$ cat config.mk
export PLATFORM = sky130hd
export DESIGN_NAME = cipher_pipe
export DESIGN_NICKNAME = d
export VERILOG_FILES = /design/src/rtl/cipher_pipe.sv
export SDC_FILE = /design/constraint.sdc
export NUM_CORES = 1
export LEC_CHECK = 0
export CORE_UTILIZATION = 50
export DETAILED_ROUTE_END_ITERATION = 10
export GPL_ROUTABILITY_DRIVEN = 0
export PLACE_DENSITY = 0.7
export SYNTH_ARGS = -nofsm -noshare
export SYNTH_HDL_FRONTEND = slang
export SYNTH_SLANG_ARGS = --single-unit
$ cat constraint.sdc
create_clock -name clock -period 6.1 [get_ports clock]
set_clock_uncertainty 0.05 [all_clocks]
set_input_delay 0.61 -clock clock [delete_from_list [all_inputs] [get_ports clock]]
set_output_delay 0.61 -clock clock [all_outputs]
set_load 0.01 [all_outputs]
$ cat src/rtl/cipher_pipe.sv
// Three-stage byte cipher: Caesar shift, bit permutation and per-word XOR key,
// with the decrypt path running the inverse steps in reverse order.
module cipher_pipe #(
  parameter  int LANES = 1,
  parameter  int NKEY  = 3,
  localparam int W     = 8 * LANES,
  localparam int KAW   = (NKEY > 1) ? $clog2(NKEY) : 1
) (
  input  logic           clock,
  input  logic           rst,
  input  logic           mode,
  input  logic [1:0]     direction,
  input  logic [4:0]     shift,
  input  logic           restart,
  input  logic           key_we,
  input  logic [KAW-1:0] key_addr,
  input  logic [7:0]     key_wdata,
  input  logic           in_valid,
  output logic           in_ready,
  input  logic [W-1:0]   din,
  output logic           out_valid,
  input  logic           out_ready,
  output logic [W-1:0]   dout,
  output logic           busy
);

  localparam int STAGES = 3;
  localparam logic [KAW-1:0] LAST_IDX = KAW'(NKEY - 1);

  function automatic logic [7:0] key_init(input int i);
    case (i % 3)
      0:       return 8'h3E;
      1:       return 8'h49;
      default: return 8'h7E;
    endcase
  endfunction

  function automatic logic [4:0] mod26(input logic [4:0] s);
    return (s >= 5'd26) ? s - 5'd26 : s;
  endfunction

  // Letters rotate within their own case; every other byte value is left alone.
  function automatic logic [7:0] caesar(input logic [7:0] b, input logic [4:0] amt,
                                        input logic fwd, input logic bwd);
    logic [7:0] base;
    logic [5:0] off;
    logic       alpha;
    alpha = 1'b1;
    base  = 8'h41;
    if (b >= 8'h61 && b <= 8'h7A) base = 8'h61;
    else if (!(b >= 8'h41 && b <= 8'h5A)) alpha = 1'b0;
    off = 6'(b - base);
    if (fwd) off = off + {1'b0, amt};
    else if (bwd) off = off + (6'd26 - {1'b0, amt});
    if (off >= 6'd26) off = off - 6'd26;
    return alpha ? base + {2'b00, off} : b;
  endfunction

  function automatic logic [7:0] perm_fwd(input logic [7:0] p);
    return {p[0], p[5], p[2], p[6], p[7], p[4], p[3], p[1]};
  endfunction

  function automatic logic [7:0] perm_inv(input logic [7:0] x);
    return {x[3], x[4], x[6], x[2], x[1], x[5], x[0], x[7]};
  endfunction

  logic [7:0]     key_tab [NKEY];
  logic [KAW-1:0] kidx, kidx_nx, kidx_base;
  logic [7:0]     key_cur;
  logic           stall, en, accept;

  logic           vld_p0, vld_p1, vld_p2;
  logic [W-1:0]   data_p0, data_p1, dout_p2;
  logic           mode_p0, mode_p1;
  logic [1:0]     dir_p0, dir_p1;
  logic [4:0]     shamt_p0, shamt_p1;
  logic [7:0]     key_p0, key_p1;
  logic [W-1:0]   s1_next, s2_next;

  // The whole pipe freezes while the output word is refused downstream.
  assign stall     = vld_p2 && !out_ready;
  assign en        = !stall;
  assign in_ready  = en;
  assign accept    = in_valid && en;
  assign out_valid = vld_p2;
  assign dout      = dout_p2;
  assign busy      = vld_p0 || vld_p1 || vld_p2;

  assign kidx_base = restart ? '0 : kidx;
  assign key_cur   = key_tab[kidx_base];

  always_comb begin
    kidx_nx = kidx_base;
    if (accept) kidx_nx = (kidx_base == LAST_IDX) ? '0 : kidx_base + 1'b1;
  end

  always_ff @(posedge clock) begin
    if (!rst) begin
      for (int i = 0; i < NKEY; i++) key_tab[i] <= key_init(i);
      kidx <= '0;
    end else begin
      if (key_we && int'(key_addr) < NKEY) key_tab[key_addr] <= key_wdata;
      kidx <= kidx_nx;
    end
  end

  always_ff @(posedge clock) begin
    if (!rst) begin
      vld_p0 <= 1'b0;
      vld_p1 <= 1'b0;
      vld_p2 <= 1'b0;
    end else if (en) begin
      vld_p0 <= accept;
      vld_p1 <= vld_p0;
      vld_p2 <= vld_p1;
    end
  end

  // Stage 0: capture word with its mode, direction, reduced shift and key
  always_ff @(posedge clock) begin
    if (accept) begin
      data_p0  <= din;
      mode_p0  <= mode;
      dir_p0   <= direction;
      shamt_p0 <= mod26(shift);
      key_p0   <= key_cur;
    end
  end

  always_comb begin
    s1_next = '0;
    for (int l = 0; l < LANES; l++) begin
      if (mode_p0) s1_next[8*l +: 8] = perm_inv(data_p0[8*l +: 8] ^ key_p0);
      else         s1_next[8*l +: 8] = caesar(data_p0[8*l +: 8], shamt_p0,
                                              dir_p0 == 2'b01, dir_p0 == 2'b10);
    end
  end

  // Stage 1: first half of the transform (shift, or un-XOR and un-permute)
  always_ff @(posedge clock) begin
    if (en && vld_p0) begin
      data_p1  <= s1_next;
      mode_p1  <= mode_p0;
      dir_p1   <= dir_p0;
      shamt_p1 <= shamt_p0;
      key_p1   <= key_p0;
    end
  end

  always_comb begin
    s2_next = '0;
    for (int l = 0; l < LANES; l++) begin
      if (mode_p1) s2_next[8*l +: 8] = caesar(data_p1[8*l +: 8], shamt_p1,
                                              dir_p1 == 2'b10, dir_p1 == 2'b01);
      else         s2_next[8*l +: 8] = perm_fwd(data_p1[8*l +: 8]) ^ key_p1;
    end
  end

  // Stage 2: output register
  always_ff @(posedge clock) begin
    if (!rst) dout_p2 <= '0;
    else if (en && vld_p1) dout_p2 <= s2_next;
  end

endmodule

# Word-level counts from Yosys, hierarchy flattened
# Memories as Yosys holds them, arrays and structs flattened. A register that Yosys moved wholly into a read port is not among the register bits.
# Index checks and enable logic that the tools add are counted.
word_totals:
  reg_bits: 53
  ramBits: 24
  word_cells: 100
  n_memories: 1
  inputBits: 32
  out_inout_bits: 11
classes:
  muxes: 38
  reduce_logical: 14
  eq_ne: 5
  n_addsub: 14
  order_cmp: 12
  bitwise: 2
memory_table:
  columns: ["name", "depth", "word_bits", "rd", "rd_ports_with_merged_regs", "write_ports", "line", "source"]
  rows:
  - ["key_tab", 3, 8, 1, 1, 3, "67", "logic [7:0] key_tab [NKEY];"]
op_table:
  columns: ["operator", "count"]
  rows:
  - ["2-to-1 mux 8 bit", 10]
  - ["2-to-1 mux 6 bit", 12]
  - ["greater-or-equal comparator 8 x 7 -> 1 bit, second input constant", 4]
  - ["<= comparator 8 x 7 -> 1 bit, second input constant", 4]
  - ["adder 8 x 6 -> 8 bit", 2]
  - ["XOR 8 bit", 2]
  - ["adder 6 x 5 -> 6 bit", 2]
  - ["adder 6 bit", 2]
  - ["greater-or-equal comparator 6 x 5 -> 1 bit, second input constant", 2]
  - ["subtractor 5 x 5 -> 6 bit, first input constant", 2]
  - ["subtractor 6 x 5 -> 6 bit, second input constant", 2]
  - ["subtractor 6 bit", 2]
  - ["2-to-1 mux 1 bit", 11]
  - ["logical AND 1 bit", 9]
  - ["2-to-1 mux 2 bit", 4]
  - ["OR reduction 8 bit", 1]
  - ["== test 2 bit, second input constant", 3]
  - ["greater-or-equal comparator 5 bit, second input constant", 1]
  - ["2-to-1 mux 5 bit", 1]
  - ["subtractor 5 bit, second input constant", 1]
  - ["== test 2 x 1 -> 1 bit, second input constant", 2]
  - ["adder 2 x 1 -> 2 bit, second input constant", 1]
  - ["logical NOT 1 bit", 2]
  - ["logical OR 1 bit", 2]
  - ["< comparator 2 bit, second input constant", 1]

# Longest topological paths before layout
# Gate-level depths: netlist of run 1.
depth:
  word_depth: 15
  depth_mapped: 20
  ltp_nobuf: 19

# Worst setup path before layout of run 1
# OpenSTA, ideal clock, no wires.
synth_path:
  path_kind: "flip-flop to flip-flop"
  startpoint: "register data_p1[0]"
  endpoint: "register dout_p2[6] (netlist: dout[6])"
  setup_time_ps: 122
  required_ps: 5928
  path_slack_ps: 1805
  synth_period_minus_slack_ps: 4295
  stages_incl_launch_ff: 19
  arrival_time_ps: 4123
  n_path_buf: 0
  path_cell_list: "edfxtp_1 inv_1 ha_1 xor2_1 ha_1 inv_1 fa_1 nand2b_1 a21oi_1 mux2i_1 a211oi_2 a311oi_4 xor2_1 ha_1 inv_1 nor4_1 a31o_2 a2111oi_2 a311o_1"
synth_via:
  elab_chain_len: 15
  word_cells_on_any_way: 24
  classes_between: "5 x add/sub; 5 x order compare; 12 x mux; 2 x reduce/logical"
synth_rtl:
  columns: ["element", "line", "source"]
  rows:
  - ["start: declaration", "73", "logic [W-1:0] data_p0, data_p1, dout_p2;"]
  - ["start signal: assignment", "142", "data_p1 <= s1_next;"]
  - ["greater-or-equal comparator 8 x 7 -> 1 bit / <= comparator 8 x 7 -> 1 bit (equally long branches)", "50", "if (b >= 8'h61 && b <= 8'h7A) base = 8'h61;"]
  - ["logical AND 1 bit", "50", null]
  - ["2-to-1 mux 6 bit", "50", null]
  - ["2-to-1 mux 8 bit", "153", "if (mode_p1) s2_next[8*l +: 8] = caesar(data_p1[8*l +: 8], shamt_p1,"]
  - ["subtractor 6 bit", "52", "off = 6'(b - base);"]
  - ["adder 6 bit", "54", "else if (bwd) off = off + (6'd26 - {1'b0, amt});"]
  - ["2-to-1 mux 6 bit", "54", null]
  - ["2-to-1 mux 6 bit", "53", "if (fwd) off = off + {1'b0, amt};"]
  - ["2-to-1 mux 6 bit", "153", null]
  - ["subtractor 6 x 5 -> 6 bit / greater-or-equal comparator 6 x 5 -> 1 bit (equally long branches)", "55", "if (off >= 6'd26) off = off - 6'd26;"]
  - ["2-to-1 mux 6 bit", "55", null]
  - ["2-to-1 mux 6 bit", "153", null]
  - ["adder 8 x 6 -> 8 bit", "56", "return alpha ? base + {2'b00, off} : b;"]
  - ["2-to-1 mux 8 bit (*)", "56", null]
  - ["2-to-1 mux 8 bit (*)", "153", null]
  - ["end signal: assignment", "162", "else if (en && vld_p1) dout_p2 <= s2_next;"]
  - ["end: declaration", "73", null]
# Mark *: on every way between the ends. The rest lies on a longest branch, timed or not. The select of a mux whose other input is x is not followed.
# A chain may end at the register's enable or synchronous reset.

# Worst setup path after layout of run 1
# Same ends and word-level chain as after synthesis.

==> results of run 1 <==
[final cells by class]
cell class                      count  area (um^2)  area share
Inverter                           46        172.7     0.02491
Clock inverter                      7        72.57     0.01047
Tap cell                          147        183.9     0.02653
Multi-Input combinational cell    442         3196      0.4609
Timing Repair Buffer               42        420.4     0.06064
Sequential cell                    93         2663      0.3840
Clock buffer                        9        225.2     0.03249
[through the flow]
step	instance area (um^2)	std cells	util
after global routing	6933	786	0.5796
after detailed placement	6635	770	0.5547
final	6933	786	0.5796
after floorplan	6161	606	-
after CTS	6933	786	0.5796
after global placement	6635	770	0.5547
[metal layers]
metal / global-route usage / vias to the layer above / wire [um]
met5: 0 / - / 0
met4: 0.08533 / 0 / 259
met3: 0.03107 / 21 / 497
met2: 0.3461 / 121 / 5970
met1: 0.2742 / 2169 / 5560
li1: - / 2214 / -
[sequential cells by signal, summed over array words and instances, names as in the netlist]
name / flops
dout: 8
kidx: 2
data_p0: 8
key_tab: 32
shamt_p1: 5
data_p1: 8
shamt_p0: 5
mode_p1: 1
out_valid: 1
key_p1: 8
dir_p1: 2
key_p0: 8
vld_p0: 1
dir_p0: 2
mode_p0: 1
vld_p1: 1
[placed cells by master (no fill, tap or decap), types with 6 or more instances in the layout]
cell type         n
o31ai_1           7
a21oi_1          34
and2_1           12
edfxtp_1         80
nor2b_1          10
clkdlybuf4s50_1  42
ha_1             41
nor3b_1           6
clkbuf_16         9
o21a_1            8
xor2_1           16
xnor2_1          22
o211ai_1          6
nor2_1           48
mux2i_1          20
conb_1            8
and3_1            6
nor3_1           15
a31oi_1           8
or2_2             8
nand2b_1         18
o22a_1            8
dfxtp_1          13
nand3_1           8
o21ai_0          17
inv_1            45
nand2_1          41
[cells by family after synthesis]
| kind of cell | count (synthesis) |
|---|---|
| AO/OA/AOI/OAI | 134 |
| buffers and inverters | 71 |
| flip-flops | 93 |
| multiplexers | 21 |
| other | 1 |
| adder cells (fa/ha/maj) | 45 |
| XOR/XNOR | 39 |
| AND/OR/NAND/NOR | 195 |
[how the worst max path moves through the flow]
| stage | from | end | slack [ps] | depth (start not counted) |
|---|---|---|---|---|
| after detailed placement | data_p1[0] | dout[6] | 1330 | 19 |
| after global routing | data_p1[0] | dout[6] | 970 | 19 |
| after floorplan | data_p1[0] | dout[6] | 1800 | 18 |
| after CTS | data_p1[0] | dout[6] | 1310 | 18 |
| final | data_p1[0] | dout[6] | 1310 | 18 |
| after global placement | data_p0[2] | data_p1[4] | 1490 | 16 |
[tightest hold or removal path, stage by stage (launching register included)]
cell and delay, ps:
dfxtp_1 310, nand3_1 60, nand2_1 50
[synth_stat cells (16+ instances only)]
master / count
nand2_1: 41
nor2_1: 48
xor2_1: 16
edfxtp_1: 80
inv_1: 45
o21ai_0: 17
ha_1: 41
mux2i_1: 20
xnor2_1: 22
a21oi_1: 34
nand2b_1: 18
clkbuf_1: 16
[power by group through the flow]
| stage | registers (mW) | clock network, mW | logic [mW] |
|---|---|---|---|
| after global routing | 0.788 | 0.582 | 0.541 |
| after global placement | 0.793 | 0 | 0.465 |
| final | 0.782 | 0.554 | 0.484 |
| after CTS | 0.782 | 0.566 | 0.483 |
| after detailed placement | 0.795 | 0 | 0.479 |
| after floorplan | 0.769 | 0 | 0.386 |
==> summary.txt, run 1 <==
Status
  • Outcome: complete, no violations

Layout
  • Diode count: 0
  • Layout cells sized above 1: 0.06573
  • Synth-to-layout area growth: 13.01%
  • Fill count: roughly 1000
  • Nets: 711

Floorplanning
  • Initial core utilization: 0.5129
  • Die area: between 0.01 and 0.015 mm^2
  • Die height: 112.8 um
  • IO Count: 43
  • Horiz. Die Dim: about 110 um
  • # rows: 40
  • Core Box Area: about 0.012 mm^2

Critical path
  • Slowest cell delay on critical path: 510 ps
  • Worst setup EP type: register
  • Startpoint Class: register
  • CP Cell Sequence: inv_1 -> ha_1 -> xor2_1 -> ha_1 -> inv_1 -> fa_1 -> nand2b_1 -> a21oi_1 -> mux2i_1 -> a211oi_2 -> a311oi_4 -> xor2_1 -> ha_1 -> inv_1 -> nor4_1 -> a31o_2 -> a2111oi_2 -> a311o_1
  • Crit Path Class: register to register
  • Max FO, Critical Path: 8
  • Reg2reg path depth: 18
  • Crit path DAT: around 5000 ps
  • CP required: 6280 ps
  • Reg2reg end: dout[6]
  • CP top delay family: adder cells
  • Bufs and invs on worst path: 3
  • FF-to-FF Start: data_p1[0]
  • CP max stage cell: edfxtp_1
  • Flop-to-flop setup slack: about 1300 ps

CTS
  • CTS Sinks: 93
  • CTS Buf Count: 9
  • CTS tree: done
  • Clk Latency, worst-skew pair: roughly 340 ps
  • Post-CTS setup repair buffer count: 0
  • Cts repair resizes: 0
  • Reg clk slew, reported paths: around 60 ps
  • Root Buffer: clkbuf_16
  • Worst-case clock buffer depth: 2
  • Max H-tree Level: 3
  • Hold Buf Count CTS: 0

Power and ir drop
  • Leak: 2.664 nW
  • Pwr Density: around 260 mW/mm^2
  • Flop pwr share: 0.430
  • Int Pwr: around 1.3 mW
  • Switching share of power: 0.2968
  • Total Power: between 1.5 and 2 mW
  • Worst vdd ir: roughly 0.2 mV
  • Gate power share: 0.266
  • Switching pwr: roughly 540 uW
  • Clock share of power: 0.304

Hold path
  • Critical hold path startpoint: dout[3]
  • Hold endpoint: dout[3]
  • Hold depth: 2
  • Worst hold path type: register to register

Synth
  • Synth Register Bits: 93
  • Synth Area in XOR/XNOR: 0.05690
  • Synth Flop Type: edfxtp_1
  • Register area share after synthesis: 0.4340
  • Simple-gate share of the synthesized area: 0.1672
  • Fraction of the mapped netlist area in adder cells: 0.09668
  • Syn Area/Cell: 10.24 um^2
  • Main combinational cell family by area after synthesis: simple AND/OR/NAND/NOR gates
  • Synthesized instance count: approximately 600
  • Cell accounting for the most synthesized area: edfxtp_1
  • Syn Std Cell Area: around 0.006 mm^2
  • Synth top area cells: edfxtp_1 (39%), ha_1 (8.4%), dfxtp_1 (4.2%)
  • Yosys Warn Count: 0
  • Async SR Flop Fraction: 0
  • Yosys cell types: just over 70
  • Number of flops mapped to enable cells by yosys: 80
  • Synth top area share: 0.3916
  • Compound-Gate Fraction of Synth Area: 0.1607
  • Mux contribution to synthesized area: 0.03447

Global routing
  • Largest net degree at the start of global routing: 26
  • Gr ovfl total: 0
  • Antenna violations before repair: 0
  • Number of global-route vias before repair: around 4400
  • Global-route wire length before repair: around 21000 um
  • Total Routing Usage GR: 0.2083

Place
  • HPWL Detailed: between 9000 and 10000 um
  • Quantity of I/O buffers inserted on ports: 42
  • Post-place setup slack: 1334 ps

Run
  • Max_cap viols: 0

STA
  • Period utilization: 0.7850
  • Final min period: 4788 ps
  • Final Hold Vio Count: 0
  • RSZ-0062 raised after global routing: no
  • Actual slew at the worst max-slew pin: roughly 1200 ps
  • Max transition margin: 0.1718
  • Setup TNS: 0 ps
  • Fmax: about 0.21 GHz
  • Finish-stage setup viols: 0
  • Max-slew violations: 0
  • Minimum hold slack: roughly 410 ps
  • Fin worst setup slack: ~1300 ps

Detailed routing
  • WL final: approximately 12000 um
  • Vias per inst: 5.757
  • Antenna-violating nets left: 0
  • Routed wire length per instance: 15.63 um
  • Violation count after the first detailed-route iteration: approximately 340
  • DRC viols: 0
  • DR pass1 iterations: 4
  • Via count: about 4500
Note: power is estimated with default switching activity, not from simulation.
==> inputs of run 2 (changes only) <==
--- a/config.mk
+++ b/config.mk
@@ -8,7 +8,7 @@
 export CORE_UTILIZATION = 50
 export DETAILED_ROUTE_END_ITERATION = 10
 export GPL_ROUTABILITY_DRIVEN = 0
-export PLACE_DENSITY = 0.7
+export PLACE_DENSITY = 0.72
 export SYNTH_ARGS = -nofsm -noshare
 export SYNTH_HDL_FRONTEND = slang
 export SYNTH_SLANG_ARGS = --single-unit
==> constraint.sdc (replaced) <==
create_clock -name clock -period 4 [get_ports clock]
set_clock_uncertainty 0.05 [all_clocks]
set_input_delay 0.4 -clock clock [delete_from_list [all_inputs] [get_ports clock]]
set_output_delay 0.4 -clock clock [all_outputs]
set_load 0.01 [all_outputs]
==> run 2 against run 1 <==
Compared with the run above:
- the flow now finishes with violations (negative setup slack)
- worst setup slack got worse by 1400 ps
- power increased by 69%
- flip-flop and latch count unchanged
- non-clock buffer count increased by 70
- wire length increased by 14%
- sequential share of layout area decreased by 5.1 points
- sequential power increased by 51%
- combinational power increased by 130%
- global-route usage increased by 0.31 points
- clock power increased by 43%
- cell count increased by 8.9%
- largest cell class unchanged
- highest routed layer unchanged
==> summary.txt, run 2 (synthesis results as in run 1) <==
Detailed routing
  • Violation count after the first detailed-route iteration: ~370
  • DRC viols: 0
  • Antenna-violating nets left: 0
  • Routed wire length per instance: roughly 16 um
  • DR pass1 iterations: 5
  • Via count: approximately 4800
  • WL final: approximately 14000 um
  • Vias per inst: 5.617

Power and ir drop
  • Clock share of power: 0.257
  • Flop pwr share: 0.385
  • Gate power share: 0.358
  • Pwr Density: about 390 mW/mm^2
  • Leak: around 3.1 nW
  • Int Pwr: between 2 and 2.5 mW
  • Switching pwr: around 970 uW
  • Switching share of power: 0.3161
  • Worst vdd ir: between 0.3 and 0.4 mV

Critical path
  • Slowest cell delay on critical path: roughly 440 ps
  • Worst setup startpoint: data_p0[0]
  • CP max stage cell: or3b_4
  • FF-to-FF Start: data_p0[0]
  • Flop-to-flop setup slack: -50 ps
  • Startpoint Class: register
  • Worst setup EP type: register
  • Crit Path Class: register to register
  • Max FO, Critical Path: 4
  • CP Cell Sequence: buf_6 -> or4_4 -> and2_4 -> inv_2 -> ha_4 -> ha_4 -> buf_4 -> xnor2_1 -> o21ai_1 -> o21bai_4 -> or3b_4 -> nand2_4 -> xnor2_2 -> ha_2 -> o21ai_4 -> xnor2_2 -> a221oi_2
  • Crit path DAT: around 4200 ps
  • CP required: roughly 4000 ps

STA
  • RSZ-0062 raised after global routing: yes
  • Final min period: approximately 4000 ps
  • Period utilization: 1.012
  • Actual slew at the worst max-slew pin: 979.8 ps
  • Fin worst setup slack: -48.28 ps
  • Fmax: around 0.25 GHz
  • Max transition margin: 0.3461
  • Setup TNS: -60.81 ps
  • Final Hold Vio Count: 0
  • Finish-stage setup viols: 2
  • Minimum hold slack: between 400 and 500 ps
  • Max-slew violations: 0

Floorplanning
  • Initial core utilization: 0.5129
  • IO Count: between 40 and 50
  • Horiz. Die Dim: roughly 110 um
  • Core Box Area: 0.01196 mm^2
  • Die area: ~0.013 mm^2
  • # rows: 40
  • Die height: 112.8 um

Layout
  • Layout cells sized above 1: 0.2736
  • Commonest non-fill, non-tap cell in the layout: edfxtp_1
  • Nets: 781
  • Number of flip-flops in the largest register: 32
  • Biggest register: key_tab
  • Most frequent cells in the layout: edfxtp_1 (80), buf_4 (63), nor2_1 (45), clkdlybuf4s50_1 (42), nand2_1 (38)
  • Synth-to-layout area growth: 30.27%
  • Diode count: 0

Place
  • HPWL Detailed: approximately 9600 um
  • Quantity of I/O buffers inserted on ports: 42

CTS
  • Reg clk slew, reported paths: roughly 60 ps
  • Root Buffer: clkbuf_16
  • Max H-tree Level: 3
  • CTS Buf Count: 9
  • CTS Sinks: just over 90
  • CTS tree: done
  • Clk Latency, worst-skew pair: 350 ps
  • Worst-case clock buffer depth: 2

Global routing
  • Largest net degree at the start of global routing: 26
  • Number of global-route vias before repair: about 4400
  • Antenna violations before repair: 0
  • Gr ovfl total: 0
  • Total Routing Usage GR: 0.2114
  • Global-route wire length before repair: 21160 um

Hold path
  • Worst hold path type: register to register
  • Critical hold path startpoint: dout[3]

Status
  • Outcome: finished, violations left
  • Failing checks: negative setup slack

Run
  • Max_cap viols: 0
[run 2: changes by cell type in the layout (fill, tap and decap cells not counted), moves of 4 or more]
cell / previous run / this run
nor3_1: 15 / 10
buf_6: 0 / 7
inv_2: 1 / 13
a21oi_1: 34 / 29
inv_1: 45 / 33
xnor2_1: 22 / 15
a221oi_1: 5 / 1
ha_4: 0 / 13
xnor2_2: 1 / 8
ha_1: 41 / 25
buf_4: 0 / 63
[run 2: path summary, 6_finish.rpt]
check / endpoint / depth (start not counted)
min: dout[3] / 2
max reg2reg: data_p1[4] / 17
min reg2reg: dout[3] / 2
max: data_p1[4] / 17
[run 2: layout make-up]
cell class | instances | area, um^2
clock buffer | 9 | 225.2
clock inverter | 7 | 50.05
fill | 884 | 3970
inverter | 46 | 172.7
multi-input combinational | 442 | 3725
sequential | 93 | 2663
tap | 147 | 183.9
timing repair buffer | 112 | 972.2
[run 2: critical path, delay by kind of cell (launching register included)]
kind	cells	cell delay [ps]
AND/OR/NAND/NOR	4	1120
AO/OA/AOI/OAI	4	680
adder cells (fa/ha/maj)	3	680
XOR/XNOR	3	530
flip-flops	1	430
buffers and inverters	3	340
[run 2: metrics by stage]
step                power, mW  setup slack (ps)  utilization  instances  instance area [um^2]
detailed placement      2.060            -229.0       0.5946        820                  7112
CTS                     2.867            -6.247       0.6231        838                  7453
finish                  3.078            -48.28       0.6681        856                  7991
global route            3.223            -214.6       0.6681        856                  7991
global placement        2.036            -188.1       0.5946        820                  7112
floorplan               1.789            -120.9            -        606                  6266
[run 2: routing by layer]
metal,share of wire,global-route usage,wire (um)
met5,0,0,0
met4,0.020,0.07111,276
met3,0.043,0.03910,611
met2,0.51,0.3588,7149
met1,0.43,0.2728,6019
[run 2: what timing repair did]
item / CTS / global route
hold buffers: 0 / 0
buffers inserted: 2 / 18
pin swaps: 11 / 30
resized for setup: 11 / 75
endpoints found under the setup margin: 7 / 11
endpoints found under the hold margin: 0 / 0
[run 2: power groups by stage]
stage          Sequential [mW]  Combinational, mW  Clock [mW]
3_5_place_dp              1.20              0.859           0
3_3_place_gp              1.20              0.838           0
4_1_cts                   1.18              0.885       0.801
2_1_floorplan             1.17              0.615           0
5_1_grt                   1.19               1.20       0.835
6_report                  1.18               1.10       0.790
==> inputs of run 3 (changes only) <==
--- a/config.mk
+++ b/config.mk
@@ -9,6 +9,7 @@
 export DETAILED_ROUTE_END_ITERATION = 10
 export GPL_ROUTABILITY_DRIVEN = 0
 export PLACE_DENSITY = 0.72
+export SETUP_SLACK_MARGIN = 0.4
 export SYNTH_ARGS = -nofsm -noshare
 export SYNTH_HDL_FRONTEND = slang
 export SYNTH_SLANG_ARGS = --single-unit
==> run 3 against run 2 <==
Compared with the run above:
- the run still ends with negative setup slack left
- critical path depth up 4
- highest routed layer unchanged
- count of clock-buffer cells in the layout unchanged
- via count increased by 1.1%
- sequential share of layout area decreased by 0.20 points
==> summary.txt, run 3 (synthesis results as in run 1) <==
Place
  • Quantity of I/O buffers inserted on ports: 42
  • HPWL Detailed: 9721 um
  • Post-place setup slack: -106.7 ps
  • Placed Area: roughly 0.007 mm^2
  • Dpl cells: 802

Global routing
  • Largest net degree at the start of global routing: 26
  • Gr ovfl total: 0
  • Global-route wire length before repair: 22080 um
  • Antenna violations before repair: 0
  • Total Routing Usage GR: 0.2211
  • Number of global-route vias before repair: 4726

Detailed routing
  • Routed wire length per instance: 16.67 um
  • DR pass1 iterations: 5
  • Vias per inst: ~5.8
  • Via count: ~5000
  • Antenna-violating nets left: 0
  • WL final: between 10000 and 15000 um
  • Violation count after the first detailed-route iteration: roughly 360
  • DRC viols: 0

Power and ir drop
  • Worst vdd ir: roughly 0.37 mV
  • Switching pwr: 992.6 uW
  • Pwr Density: roughly 390 mW/mm^2
  • Switching share of power: 0.3187
  • Flop pwr share: 0.380
  • Gate power share: 0.369
  • Clock share of power: 0.251
  • Total Power: just over 3 mW
  • Leak: around 3 nW
  • Int Pwr: 2.122 mW

Critical path
  • Most frequent cell on the critical path: ha_4
  • Flop-to-flop setup slack: -40 ps
  • Reg2reg path depth: 21
  • Worst setup EP type: register
  • CP required: approximately 4200 ps
  • Slowest cell delay on critical path: around 420 ps
  • Startpoint Class: register
  • Crit path DAT: around 4200 ps
  • Crit Path Class: register to register
  • Reg2reg end: dout[7]
  • Max FO, Critical Path: 4
  • FF-to-FF Start: data_p1[0]
  • CP max stage cell: edfxtp_1
  • CP Cell Sequence: inv_2 -> ha_4 -> nor3b_4 -> xnor2_2 -> inv_1 -> ha_4 -> ha_4 -> nor2_4 -> a21oi_2 -> mux2i_2 -> buf_4 -> o211a_4 -> or2_4 -> nand3b_1 -> a211oi_2 -> ha_1 -> inv_2 -> nor2_4 -> buf_4 -> a211oi_2 -> nor3_1

STA
  • Finish-stage setup viols: 4
  • Final min period: 4036 ps
  • Actual slew at the worst max-slew pin: between 1000 and 1500 ps
  • Minimum hold slack: just over 400 ps
  • Max-slew violations: 0
  • Fmax: about 0.25 GHz
  • RSZ-0062 raised after global routing: yes
  • Setup TNS: -111.8 ps
  • Period utilization: 1.009
  • Max transition margin: 0.3274
  • Fin worst setup slack: -36.05 ps
  • Final Hold Vio Count: 0

Layout
  • Non-Filler Instances: between 800 and 900
  • Diode count: 0
  • Final core occ: 0.6722
  • Fin area: 0.008040 mm^2
  • Synth-to-layout area growth: 31.06%
  • Nets: about 770
  • Number of flip-flops in the largest register: 32
  • Commonest non-fill, non-tap cell in the layout: edfxtp_1
  • Most frequent cells in the layout: edfxtp_1 (80), buf_4 (54), nor2_1 (44), clkdlybuf4s50_1 (42), nand2_1 (37)
  • Biggest register: key_tab
  • Layout cells sized above 1: 0.2798

Floorplanning
  • Horiz. Die Dim: 112.8 um
  • IO Count: 43
  • Die height: between 100 and 150 um
  • Core Box Area: roughly 0.012 mm^2
  • # rows: 40
  • Die area: 0.01272 mm^2
  • Initial core utilization: 0.5129

CTS
  • CTS Buf Count: 9
  • Root Buffer: clkbuf_16
  • CTS Sinks: 93
  • Max H-tree Level: 3
  • Worst-case clock buffer depth: 2
  • Clk Latency, worst-skew pair: ~350 ps
  • Reg clk slew, reported paths: 60 ps
  • CTS tree: done
  • Hold Buf Count CTS: 0

Status
  • Failing checks: negative setup slack
  • Outcome: finished, violations left

Hold path
  • Hold endpoint: dout[3]
  • Hold depth: 2
  • Critical hold path startpoint: dout[3]
  • Worst hold path type: register to register

Run
  • Max_cap viols: 0
-- run 3: power by group through the flow --
stage	Combinational (mW)	Sequential, mW	Clock [mW]
global route	1.24	1.19	0.822
finish	1.15	1.18	0.782
floorplan	0.682	1.18	0
CTS	1.03	1.18	0.798
global placement	0.871	1.20	0
detailed placement	0.900	1.20	0
-- run 3: worst max-delay path: cells and delay by family, from the launching register on --
| kind | cells | cell delay (ps) |
|---|---|---|
| adders and majority gates | 4 | 980 |
| and+or+nand+nor | 6 | 910 |
| AOI/OAI and AO/OA | 4 | 630 |
| buffers and inverters | 5 | 600 |
| DFF | 1 | 420 |
| muxes | 1 | 180 |
| xor gates and xnor gates | 1 | 150 |
-- run 3: area by class of cell --
| type | instances | area [um^2] |
|---|---|---|
| clock inverters | 7 | 48.80 |
| fillers | 867 | 3921 |
| flip-flops and latches | 93 | 2663 |
| inverters | 46 | 177.7 |
| well taps | 147 | 183.9 |
| clock buffers | 9 | 225.2 |
| repair buffers | 100 | 874.6 |
| multi-input cells | 442 | 3867 |
-- run 3: timing repair --
action                     CTS  global route
resized for setup           43            29
pin swaps                   53            18
buffers inserted            23             3
setup endpoints to repair   14            14
-- run 3: metal layers --
metal / GRT usage / up-vias / part of all wire
met2: 0.3942 / 128 / 0.52
met4: 0.09333 / 0 / 0.024
met3: 0.03267 / 32 / 0.032
met5: 0 / - / 0
met1: 0.2672 / 2367 / 0.42
li1: - / 2335 / -
-- run 3: worst max-delay path by stage --
stage / from / to / slack [ps]
2_1_floorplan: data_p1[0] / dout[6] / -120
3_3_place_gp: data_p1[0] / dout[6] / 40
3_5_place_dp: data_p1[1] / dout[6] / -110
4_1_cts: data_p1[0] / dout[6] / 7
5_1_grt: data_p1[0] / dout[6] / -210
6_report: data_p1[0] / dout[7] / -40
